**config.mk**
```make
export PLATFORM = sky130hd
export DESIGN_NAME = regfile_write_buffer_flat
export DESIGN_NICKNAME = d
export VERILOG_FILES = /design/src/rtl/regfile_pkg.sv /design/src/rtl/regfile_write_buffer_if.sv /design/src/rtl/wb_fifo_core.sv /design/src/rtl/regfile_write_buffer.sv /design/src/flat_wrapper.sv
export SDC_FILE = /design/constraint.sdc
export NUM_CORES = 1
export LEC_CHECK = 0
export CAP_MARGIN = 20
export CORE_MARGIN = 1
export CORE_UTILIZATION = 25
export DETAILED_ROUTE_END_ITERATION = 10
export DONT_BUFFER_PORTS = 1
export HOLD_SLACK_MARGIN = 0.03
export PLACE_DENSITY = 0.48
export SYNTH_ARGS = -nofsm -noshare
export SYNTH_HDL_FRONTEND = slang
export SYNTH_HIERARCHICAL = 1
export SYNTH_SLANG_ARGS = --single-unit
```
**constraint.sdc**
```tcl
create_clock -name clk -period 3.2 [get_ports clk]
set_input_delay 0.64 -clock clk [delete_from_list [all_inputs] [get_ports clk]]
set_output_delay 0.64 -clock clk [all_outputs]
set_load 0.1 [all_outputs]
```
**src/rtl/regfile_pkg.sv**
```systemverilog
`default_nettype none
// ============================================================================
// Module      : regfile_pkg
// Description : Shared widths and the write-request record for the register
//               file write buffer.
//               DATA_WIDTH - register data width
//               ADDR_WIDTH - register address width
//               wr_req_t   - {addr, data} write request
// Revision    : 1.0 - initial release
// ============================================================================
package regfile_pkg;

    localparam int DATA_WIDTH = 8;
    localparam int ADDR_WIDTH = 3;

    typedef logic [ADDR_WIDTH-1:0] rf_addr_t;
    typedef logic [DATA_WIDTH-1:0] rf_data_t;

    typedef struct packed {
        rf_addr_t addr;
        rf_data_t data;
    } wr_req_t;

endpackage : regfile_pkg
`default_nettype wire

```
**src/rtl/regfile_write_buffer_if.sv**
```systemverilog
`default_nettype none
// ============================================================================
// Module      : regfile_write_buffer_if
// Description : Request channel (valid/ready) into the write buffer plus the
//               registered write port it drives toward the register file.
//               in_valid/in_ready/in_addr/in_data        - request handshake
//               rf_write_en/rf_write_addr/rf_write_data  - RF write port
//               modport slave  : the write buffer
//               modport master : the requester / RF-side observer
// Revision    : 1.0 - initial release
// ============================================================================
interface regfile_write_buffer_if;
    import regfile_pkg::*;

    logic     in_valid;
    logic     in_ready;
    rf_addr_t in_addr;
    rf_data_t in_data;

    logic     rf_write_en;
    rf_addr_t rf_write_addr;
    rf_data_t rf_write_data;

    modport slave (
        input  in_valid,
        input  in_addr,
        input  in_data,
        output in_ready,
        output rf_write_en,
        output rf_write_addr,
        output rf_write_data
    );

    modport master (
        output in_valid,
        output in_addr,
        output in_data,
        input  in_ready,
        input  rf_write_en,
        input  rf_write_addr,
        input  rf_write_data
    );

endinterface : regfile_write_buffer_if
`default_nettype wire

```
**src/rtl/wb_fifo_core.sv**
```systemverilog
`default_nettype none
// ============================================================================
// Module      : wb_fifo_core
// Description : DEPTH-entry circular FIFO of write requests. Pointers wrap
//               naturally modulo DEPTH; full/empty are derived from count.
//               Storage and read pointer are exported so the parent can
//               search pending entries.
// Ports       : clk, rst      - clock, async active-high reset
//               push_i/wr_req_i - enqueue request (ignored when full)
//               pop_i         - dequeue head (ignored when empty)
//               head_o        - oldest entry
//               mem_o/rd_ptr_o/count_o - storage view for lookup
//               empty_o/full_o - status flags
// Revision    : 1.0 - initial release
// ============================================================================
module wb_fifo_core
    import regfile_pkg::*;
#(
    parameter  int DEPTH = 4,
    localparam int PTR_W = $clog2(DEPTH),
    localparam int CNT_W = $clog2(DEPTH + 1)
) (
    input  logic                  clk,
    input  logic                  rst,
    input  logic                  push_i,
    input  wr_req_t               wr_req_i,
    input  logic                  pop_i,
    output wr_req_t               head_o,
    output wr_req_t [DEPTH-1:0]   mem_o,
    output logic [PTR_W-1:0]      rd_ptr_o,
    output logic [CNT_W-1:0]      count_o,
    output logic                  empty_o,
    output logic                  full_o
);

    localparam logic [CNT_W-1:0] FULL_COUNT = CNT_W'(DEPTH);

    wr_req_t [DEPTH-1:0] mem_q;
    logic [PTR_W-1:0]    wr_ptr_q, wr_ptr_d;
    logic [PTR_W-1:0]    rd_ptr_q, rd_ptr_d;
    logic [CNT_W-1:0]    count_q, count_d;
    logic                do_push;
    logic                do_pop;

    // Local guards keep the core self-consistent even if the parent
    // requests an illegal operation.
    assign do_push = push_i && (count_q != FULL_COUNT);
    assign do_pop  = pop_i  && (count_q != '0);

    always_comb begin
        wr_ptr_d = wr_ptr_q;
        rd_ptr_d = rd_ptr_q;
        count_d  = count_q;
        if (do_push) begin
            wr_ptr_d = wr_ptr_q + PTR_W'(1);
        end
        if (do_pop) begin
            rd_ptr_d = rd_ptr_q + PTR_W'(1);
        end
        case ({do_push, do_pop})
            2'b10:   count_d = count_q + CNT_W'(1);
            2'b01:   count_d = count_q - CNT_W'(1);
            default: count_d = count_q;
        endcase
    end

    always_ff @(posedge clk or posedge rst) begin
        if (rst) begin
            mem_q    <= '0;
            wr_ptr_q <= '0;
            rd_ptr_q <= '0;
            count_q  <= '0;
        end else begin
            if (do_push) begin
                mem_q[wr_ptr_q] <= wr_req_i;
            end
            wr_ptr_q <= wr_ptr_d;
            rd_ptr_q <= rd_ptr_d;
            count_q  <= count_d;
        end
    end

    assign head_o   = mem_q[rd_ptr_q];
    assign mem_o    = mem_q;
    assign rd_ptr_o = rd_ptr_q;
    assign count_o  = count_q;
    assign empty_o  = (count_q == '0);
    assign full_o   = (count_q == FULL_COUNT);

endmodule : wb_fifo_core
`default_nettype wire

```
**src/rtl/regfile_write_buffer.sv**
```systemverilog
`default_nettype none
// ============================================================================
// Module      : regfile_write_buffer
// Description : Write-side staging buffer for the register file. Requests are
//               queued in a FIFO and drained one per cycle into a registered
//               RF write port while enable is high. A combinational lookup
//               returns the youngest pending data for an address so readers
//               can forward around writes not yet committed.
// Ports       : clk, rst      - clock, async active-high reset
//               bus (slave)   - request handshake + RF write port
//               enable        - drain permission
//               lookup_addr   - address probed for pending data
//               lookup_hit    - pending write exists for lookup_addr
//               lookup_data   - youngest pending data (0 on miss)
//               count         - entries queued, excluding output register
//               empty / full  - queue status
// Revision    : 1.0 - initial release
// ============================================================================
module regfile_write_buffer
    import regfile_pkg::*;
#(
    parameter  int DEPTH = 4,
    localparam int PTR_W = $clog2(DEPTH),
    localparam int CNT_W = $clog2(DEPTH + 1)
) (
    input  logic                   clk,
    input  logic                   rst,
    regfile_write_buffer_if.slave  bus,
    input  logic                   enable,
    input  rf_addr_t               lookup_addr,
    output logic                   lookup_hit,
    output rf_data_t               lookup_data,
    output logic [CNT_W-1:0]       count,
    output logic                   empty,
    output logic                   full
);

    logic                push;
    logic                pop;
    wr_req_t             head;
    wr_req_t [DEPTH-1:0] fifo_mem;
    logic [PTR_W-1:0]    fifo_rd_ptr;
    logic [PTR_W-1:0]    lk_idx;

    logic                rf_en_q;
    rf_addr_t            rf_addr_q;
    rf_data_t            rf_data_q;

    // Ready is held low while reset is asserted so nothing is accepted
    // into a queue that is being cleared.
    assign bus.in_ready = !full && !rst;
    assign push         = bus.in_valid && bus.in_ready;
    // Pop sees only entries already stored: a request accepted this edge
    // cannot also leave this edge.
    assign pop          = enable && !empty;

    wb_fifo_core #(
        .DEPTH (DEPTH)
    ) u_fifo (
        .clk      (clk),
        .rst      (rst),
        .push_i   (push),
        .wr_req_i ('{addr: bus.in_addr, data: bus.in_data}),
        .pop_i    (pop),
        .head_o   (head),
        .mem_o    (fifo_mem),
        .rd_ptr_o (fifo_rd_ptr),
        .count_o  (count),
        .empty_o  (empty),
        .full_o   (full)
    );

    // Output register: pulses rf_write_en for one cycle per popped entry;
    // address/data hold their last value when idle.
    always_ff @(posedge clk or posedge rst) begin
        if (rst) begin
            rf_en_q   <= 1'b0;
            rf_addr_q <= '0;
            rf_data_q <= '0;
        end else begin
            rf_en_q <= pop;
            if (pop) begin
                rf_addr_q <= head.addr;
                rf_data_q <= head.data;
            end
        end
    end

    assign bus.rf_write_en   = rf_en_q;
    assign bus.rf_write_addr = rf_addr_q;
    assign bus.rf_write_data = rf_data_q;

    // Lookup priority: the output register is considered first, then the
    // valid FIFO entries are scanned oldest to youngest so that the last
    // match (the youngest entry) overrides everything before it.
    always_comb begin
        lookup_hit  = 1'b0;
        lookup_data = '0;
        lk_idx      = '0;
        if (rf_en_q && (rf_addr_q == lookup_addr)) begin
            lookup_hit  = 1'b1;
            lookup_data = rf_data_q;
        end
        for (int k = 0; k < DEPTH; k++) begin
            lk_idx = fifo_rd_ptr + PTR_W'(k);
            if ((CNT_W'(k) < count) && (fifo_mem[lk_idx].addr == lookup_addr)) begin
                lookup_hit  = 1'b1;
                lookup_data = fifo_mem[lk_idx].data;
            end
        end
    end

endmodule : regfile_write_buffer
`default_nettype wire
```
**src/flat_wrapper.sv**
```systemverilog
// flat-port wrapper written by rule: the top's interface ports become plain ports
module regfile_write_buffer_flat import regfile_pkg::*;
#(
    parameter  int DEPTH = 4,
    localparam int PTR_W = $clog2(DEPTH),
    localparam int CNT_W = $clog2(DEPTH + 1)
)
  (clk, rst, enable, lookup_addr, lookup_hit, lookup_data, count, empty, full, bus_in_valid, bus_in_addr, bus_in_data, bus_in_ready, bus_rf_write_en, bus_rf_write_addr, bus_rf_write_data);
  regfile_write_buffer_if bus_i ();
  input  logic clk;
  input  logic rst;
  input  logic enable;
  input  rf_addr_t lookup_addr;
  output logic lookup_hit;
  output rf_data_t lookup_data;
  output logic [CNT_W-1:0] count;
  output logic empty;
  output logic full;
  input wire logic [$bits(bus_i.in_valid)-1:0] bus_in_valid;
  input wire logic [$bits(bus_i.in_addr)-1:0] bus_in_addr;
  input wire logic [$bits(bus_i.in_data)-1:0] bus_in_data;
  output wire logic [$bits(bus_i.in_ready)-1:0] bus_in_ready;
  output wire logic [$bits(bus_i.rf_write_en)-1:0] bus_rf_write_en;
  output wire logic [$bits(bus_i.rf_write_addr)-1:0] bus_rf_write_addr;
  output wire logic [$bits(bus_i.rf_write_data)-1:0] bus_rf_write_data;
  assign bus_i.in_valid = bus_in_valid;
  assign bus_i.in_addr = bus_in_addr;
  assign bus_i.in_data = bus_in_data;
  assign bus_in_ready = bus_i.in_ready;
  assign bus_rf_write_en = bus_i.rf_write_en;
  assign bus_rf_write_addr = bus_i.rf_write_addr;
  assign bus_rf_write_data = bus_i.rf_write_data;
  regfile_write_buffer #(.DEPTH(DEPTH)) u_core (.clk(clk), .rst(rst), .bus(bus_i), .enable(enable), .lookup_addr(lookup_addr), .lookup_hit(lookup_hit), .lookup_data(lookup_data), .count(count), .empty(empty), .full(full));
endmodule
```
Word level (Yosys, flattened, before mapping):

Cells that the tools add are included.

* bits in registers: 63
* bits in latches: 0
* memory bits (writable): 0
* ROM bits: 0
* bits of input ports: 18
* output and inout bits: 27
* word-level logic and storage cells: 78
* memories kept: 0

* $add $sub $neg: 6
* multiply operators: 0
* div/mod/pow operators: 0
* magnitude comparators: 10
* eq/ne operators: 9
* shifts and indexed selects: 0
* muxes and demuxes: 22
* bitwise logic cells: 0
* reductions and logical operators: 17

Operators with widths (count)
* $bmux W11 S2: 4
* $mux W11: 5
* $bwmux W44: 1
* $mux W8: 5
* $demux W11 S2: 1
* $eq A3 B3 Y1: 5
* $lt A2 B3 Y1 const B: 5
* $logic_and A1 B1 Y1: 11
* $lt A1 B3 Y1 const A: 2
* $lt A2 B3 Y1 const A: 2
* $pmux W3 S2: 1
* $mux W1: 5
* $add A2 B1 Y2 const B: 2
* $add A2 B2 Y2 const B: 2
* $add A3 B1 Y3 const B: 1
* $eq A3 B3 Y1 const B: 1
* $logic_not A1 Y1: 3
* $logic_not A3 Y1: 1
* $ne A3 B3 Y1 const B: 1
* $reduce_bool A3 Y1: 1
* $sub A3 B1 Y3 const B: 1
* $eq A2 B1 Y1 const B: 1
* $eq A2 B2 Y1 const B: 1
* $ge A2 B1 Y1 const B: 1
* $reduce_bool A2 Y1: 1

Logic depth before layout (Yosys ltp):

Gate-level depths: netlist of run 1.

* depth in word-level cells: 8
* mapped depth: 10
* depth with buffers taken out: 10

Modules after synthesis:

Netlist of run 1, hierarchy kept.

By module, submodules not included
* regfile_write_buffer: times used 1, cells an instance 213, area an instance 2338.5 µm², seq. area each 300.3 µm²
* wb_fifo_core: times used 1, cells an instance 146, area an instance 2327.2 µm², seq. area each 1276.2 µm²

Worst setup path before layout of run 1:

Ideal clock, no wire load.

* path type: reg2out
* start point: register u_core.u_fifo.count_q[1] (netlist: u_core/u_fifo/count_o[1])
* end point: output port lookup_data[4]
* data arrival time: 5.190 ns
* required time: 2.560 ns
* path slack: -2.630 ns
* stages on the path, launching flop included: 8
* buffers on the path: 1
* path through: dfrtp_1 > a21oi_1 > nor3_1 > a21oi_1 > a21oi_2 > clkbuf_1 > nor4b_1 > o41ai_1

* longest elaborated chain between the ends: 6
* elaborated cells on any way between the ends: 12
* those cells by class: order compare: 4; mux: 4; reduce/logical: 4

Ends and longest elaborated chain
* start: declaration: line wb_fifo_core.sv:41 `logic [CNT_W-1:0] count_q, count_d;`
* start signal: assignment: line wb_fifo_core.sv:79 `count_q <= count_d;`
* $lt A1 B3 Y1: line regfile_write_buffer.sv:106 `if ((CNT_W'(k) < count) && (fifo_mem[lk_idx].addr == lookup_addr)) begin`
* $logic_and A1 B1 Y1: line regfile_write_buffer.sv:106
* $mux W8 (3 in a row): line regfile_write_buffer.sv:106
* $mux W8 (*): line regfile_write_buffer.sv:106
* end: declaration: line flat_wrapper.sv:15 `output rf_data_t lookup_data;`

Mark *: on every way between the ends. The rest lies on a longest branch, timed or not.

Worst setup path in the final report of run 1:

* start point: register u_core.u_fifo.rd_ptr_q[1] (netlist: u_core/u_fifo/rd_ptr_o[1])
* end point: output port lookup_data[7]

* longest elaborated chain between the ends: 8
* elaborated cells on any way between the ends: 23
* those cells by class: add/sub: 3; eq/ne: 4; mux: 12; reduce/logical: 4

Ends and longest elaborated chain
* start: declaration: line wb_fifo_core.sv:40 `logic [PTR_W-1:0] rd_ptr_q, rd_ptr_d;`
* start signal: assignment: line wb_fifo_core.sv:78 `rd_ptr_q <= rd_ptr_d;`
* $add A2 B1 Y2 or $bmux W11 S2 (tied branches): line regfile_write_buffer.sv:105, regfile_write_buffer.sv:106, regfile_write_buffer.sv:108
* $bmux W11 S2 or $mux W11 (tied branches): line regfile_write_buffer.sv:106, regfile_write_buffer.sv:108
* $mux W11 (implied by the code) or $eq A3 B3 Y1 (tied branches): line regfile_write_buffer.sv:106
* $eq A3 B3 Y1 or $logic_and A1 B1 Y1 (tied branches): line regfile_write_buffer.sv:106
* $logic_and A1 B1 Y1 or $mux W8 (tied branches): line regfile_write_buffer.sv:106
* $mux W8 (2 in a row): line regfile_write_buffer.sv:106
* $mux W8 (*): line regfile_write_buffer.sv:106

Mark *: on every way between the ends. The rest lies on a longest branch, timed or not. The select of a mux whose other input is x is not followed.

==> results.md, run 1 <==
* Buffers on Ports at 0
* IO Pins at 45
* Routed WL at 14300 µm
* Detailed Place HPWL at 9280 µm
* Die ar. at around 19000 µm²
* Crit Path Class: reg2out
* Post-Synthesis Cells at about 360
* Worst-path fanout max at 6
* Syn Nets at around 380
* Die width at 139 µm
* Mux contribution to synthesized area at about two fifths
* Slew at the pin with the worst max-slew slack at 1020 ps
* Worst setup margin at -368 ps
* Post-synthesis compound-gate area fraction at 7.40%
* Max stage delay on crit path at 450 ps
* Max-slew violations at 0
* Vias in the first global route at 3751
* Post-Synth Adder-Cell Area at 1.77%
* RSZ-0062 raised after global routing: true
* Antenna Cells at 0
* Final hold violation count at 0
* Layout cells sized above 1 at 68.6%
* # fillers at between 1500 and 2000
* Area occupied by registers at about 1600 µm²
* Final period utilization at 111%
* Main combinational cell family by area after synthesis: multiplexers
* Max-cap violations at 0
* Critical-path top delay cell: dfrtp_2
* Total Nets Final at 473
* GR Overflow Total at 0
* Initial core utilization at 25.7%
* Max Fclk at 280 MHz
* Worst reg2reg setup slack at around 550 ps
* Final setup fails at 8
* Root buffer cell: clkbuf_16
* Critical Path AT at roughly 2900 ps
* Seq/Total Area, Yosys at about a third
* Cell row count at 49
* Yosys reg bits at 63
* Xor-xnor portion of the synthesized cell area at 3.16%
* Drt drc at 8
* Pre-CTS setup slack at -222 ps
* Syn-to-layout area delta at 48.4%
* Failing checks: DRC, setup timing
* H-tree depth at 3
* Startpoint Class: register
* Minimum clock period at 3570 ps
* Starting DRT DRC Count at 227
* Drt via density at 5.24
* Total core area at between 15000 and 20000 µm²
* Placer Congestion at around 0.8
* Outcome: complete, but fails checks
* Worst path bufs/invs at 5
* Clock-pin slew on the worst setup and hold paths at 50 ps
* Synth Area per Inst at 13.0 µm²
* Per-cell routed wire length at approximately 21 µm
* Clk_skew at about 5.7 ps
* Top delay family on crit path: buffers and inverters
* CTS tree: done
* Slew margin rel. at a little under a third
* DR pass1 iterations at 7
* Synth Cell Area at approximately 4700 µm²
* Antenna violations before repair at 0
* Cell variety after synth at 40
* Largest net degree at the start of global routing at 52
* Total CTS buffers at 9
* First-pass GRT wire length at roughly 22000 µm
* Post-synthesis simple-gate area fraction at 9.79%
* Fin util at between 30% and 40%
* Post-DRT Antenna Nets at 0
* Worst setup EP type: output port
* Critical-path cell list: buf_6, buf_6, mux2_4, mux2i_2, xnor2_1, nor2_4, buf_12, nor4b_1, buf_4, o41ai_4, buf_12
* Vias at 3571
* Req. time, crit path at between 2000 and 3000 ps
* Clock latency on the worst-skew pair at 340 ps
* Worst Hold Class: in2async
* Tot GR Track Use at ~15%
* Die height at between 100 and 150 µm
* Ys Warns at 6
* Clock Path Buffers at 2
* Clock Sinks at 63
* Area occupied by multi-input gates at 3570 µm²
-- registers in the layout, indices dropped and copies added, names as in the netlist --
signal	count
u_core/u_fifo/count_o	3
u_core/u_fifo/mem_o	44
u_core/bus.rf_write_addr	3
u_core/u_fifo/wr_ptr_q	2
u_core/bus.rf_write_en	1
u_core/u_fifo/rd_ptr_o	2
u_core/bus.rf_write_data	8
-- per-stage QoR --
stage	hold slack, ps	TNS [ps]	instances	instance area [µm²]
3_3_place_gp	514	-623	642	5800
6_report	170	-2690	681	6920
4_1_cts	234	-2800	676	6750
2_1_floorplan	497	-4290	359	4880
3_5_place_dp	537	-736	642	5800
5_1_grt	193	-3410	681	6920
-- worst register-to-register path, cell delays in order, from the launching register on --
cell and delay [ps]:
dfrtp_2 400, buf_4 370, nor3b_4 490, nor2_4 70, and2_4 170, nand2b_4 100
ha_4 140, inv_1 50, fa_2 330, xor2_1 150, nor2_1 120, xor2_1 180
-- cells in the mapped netlist --
| master | number | area share, % |
|---|---|---|
| mux2i_1 | 11 | 2.4 |
| nor3b_1 | 2 | 0.32 |
| a21oi_1 | 3 | 0.32 |
| xor2_1 | 7 | 1.3 |
| buf_4 | 3 | 0.48 |
| nor2_4 | 1 | 0.24 |
| nand2b_1 | 2 | 0.27 |
| nor3_1 | 7 | 0.75 |
| buf_6 | 9 | 2.2 |
| a2111oi_2 | 1 | 0.32 |
| mux4_2 | 46 | 22 |
| nand2_1 | 20 | 1.6 |
| nor2_1 | 16 | 1.3 |
| and2_1 | 2 | 0.27 |
| dfrtp_1 | 63 | 34 |
| nor2b_1 | 9 | 1.2 |
| inv_1 | 9 | 0.72 |
| o31a_1 | 1 | 0.19 |
| o21bai_1 | 2 | 0.32 |
| nor4b_1 | 16 | 3.0 |
| or2b_1 | 1 | 0.16 |
| a2111oi_0 | 7 | 1.3 |
| buf_2 | 8 | 0.86 |
| xnor2_1 | 8 | 1.5 |
| o31ai_2 | 1 | 0.27 |
| fa_1 | 1 | 0.43 |
| o221a_1 | 1 | 0.24 |
| o221a_2 | 1 | 0.24 |
| buf_1 | 1 | 0.080 |
| or2_0 | 2 | 0.27 |
| ha_1 | 5 | 1.3 |
| xnor2_2 | 1 | 0.35 |
| o311a_1 | 8 | 1.7 |
| nor3b_4 | 1 | 0.40 |
| o41ai_2 | 1 | 0.35 |
| o41ai_1 | 7 | 1.3 |
| o21ai_0 | 4 | 0.43 |
| a21oi_2 | 2 | 0.38 |
| clkbuf_1 | 9 | 0.72 |
| mux2_2 | 60 | 14 |
-- layout by cell type, fill, tap and decap left out, drive strengths merged --
cell,Yosys,routed
o31ai,1,1
mux2i,11,11
mux2,60,60
nor3b,3,3
a2111oi,8,8
clkbuf,9,15
or2,2,2
dfrtp,63,63
clkinv,0,1
nand2b,2,2
fa,1,1
buf,21,107
inv,9,9
o311a,8,8
o31a,1,1
nor2b,9,9
or2b,1,1
nor4b,16,16
nor3,7,7
o221a,2,2
xnor2,9,9
and2,2,2
nand2,20,20
o21ai,4,4
nor2,17,17
ha,5,5
o21bai,2,2
a21oi,5,5
o41ai,8,8
mux4,46,46
xor2,7,7
-- cell type report --
type | count | share of cell area [%]
well taps | 229 | 4.14
clock inverters | 1 | 0.0723
multi-input cells | 257 | 51.6
repair buffers | 109 | 17.0
flip-flops and latches | 63 | 22.9
inverters | 9 | 0.488
clock buffers | 13 | 3.76
-- logic make-up after synthesis --
logic type / count (synthesis)
flops: 63
xor+xnor: 16
simple gates: 79
mux: 117
fa+ha+maj: 6
compound gates: 39
buf+inv: 39
-- per-layer routing --
layer  wire length [µm]  vias to the layer above  GRT usage [%]
met4                446                        0           8.01
met1               5970                     1862           19.3
met3                786                       23           2.76
li1                   -                     1587              -
met2               7080                       99           24.7
met5                  0                        -              0
-- worst paths after layout --
path,from,to,cells past startpoint
worst max-delay path,u_core/u_fifo/rd_ptr_o[1],lookup_data[7],11
worst min-delay path,rst,u_core/u_fifo/count_o[1],1
worst max register to register,u_core/u_fifo/count_o[2],u_core/u_fifo/count_o[2],11
worst min register to register,u_core/u_fifo/wr_ptr_q[0],u_core/u_fifo/wr_ptr_q[0],1
max in group asynchronous,rst,u_core/u_fifo/mem_o[24],2
min in group clk,bus_in_data[3],u_core/u_fifo/mem_o[36],1
-- what timing repair did --
action	CTS	global route
setup endpoints to repair	9	9
resized for setup	96	28
hold buffers	0	0
pin swaps	35	16
setup buffers	27	4
gates cloned	4	1
Power of run 1 is not shown: default switching activity piles up to over one toggle a cycle in this logic, so the estimate is an artifact.
==> run 2: changes to the inputs <==
Settings changed: HOLD_SLACK_MARGIN 0.03 to unset.
==> results of run 2 <==
No change in the layout: final DEF, timing and power equal those of run 1.
Power of run 2 is left out for the same reason.
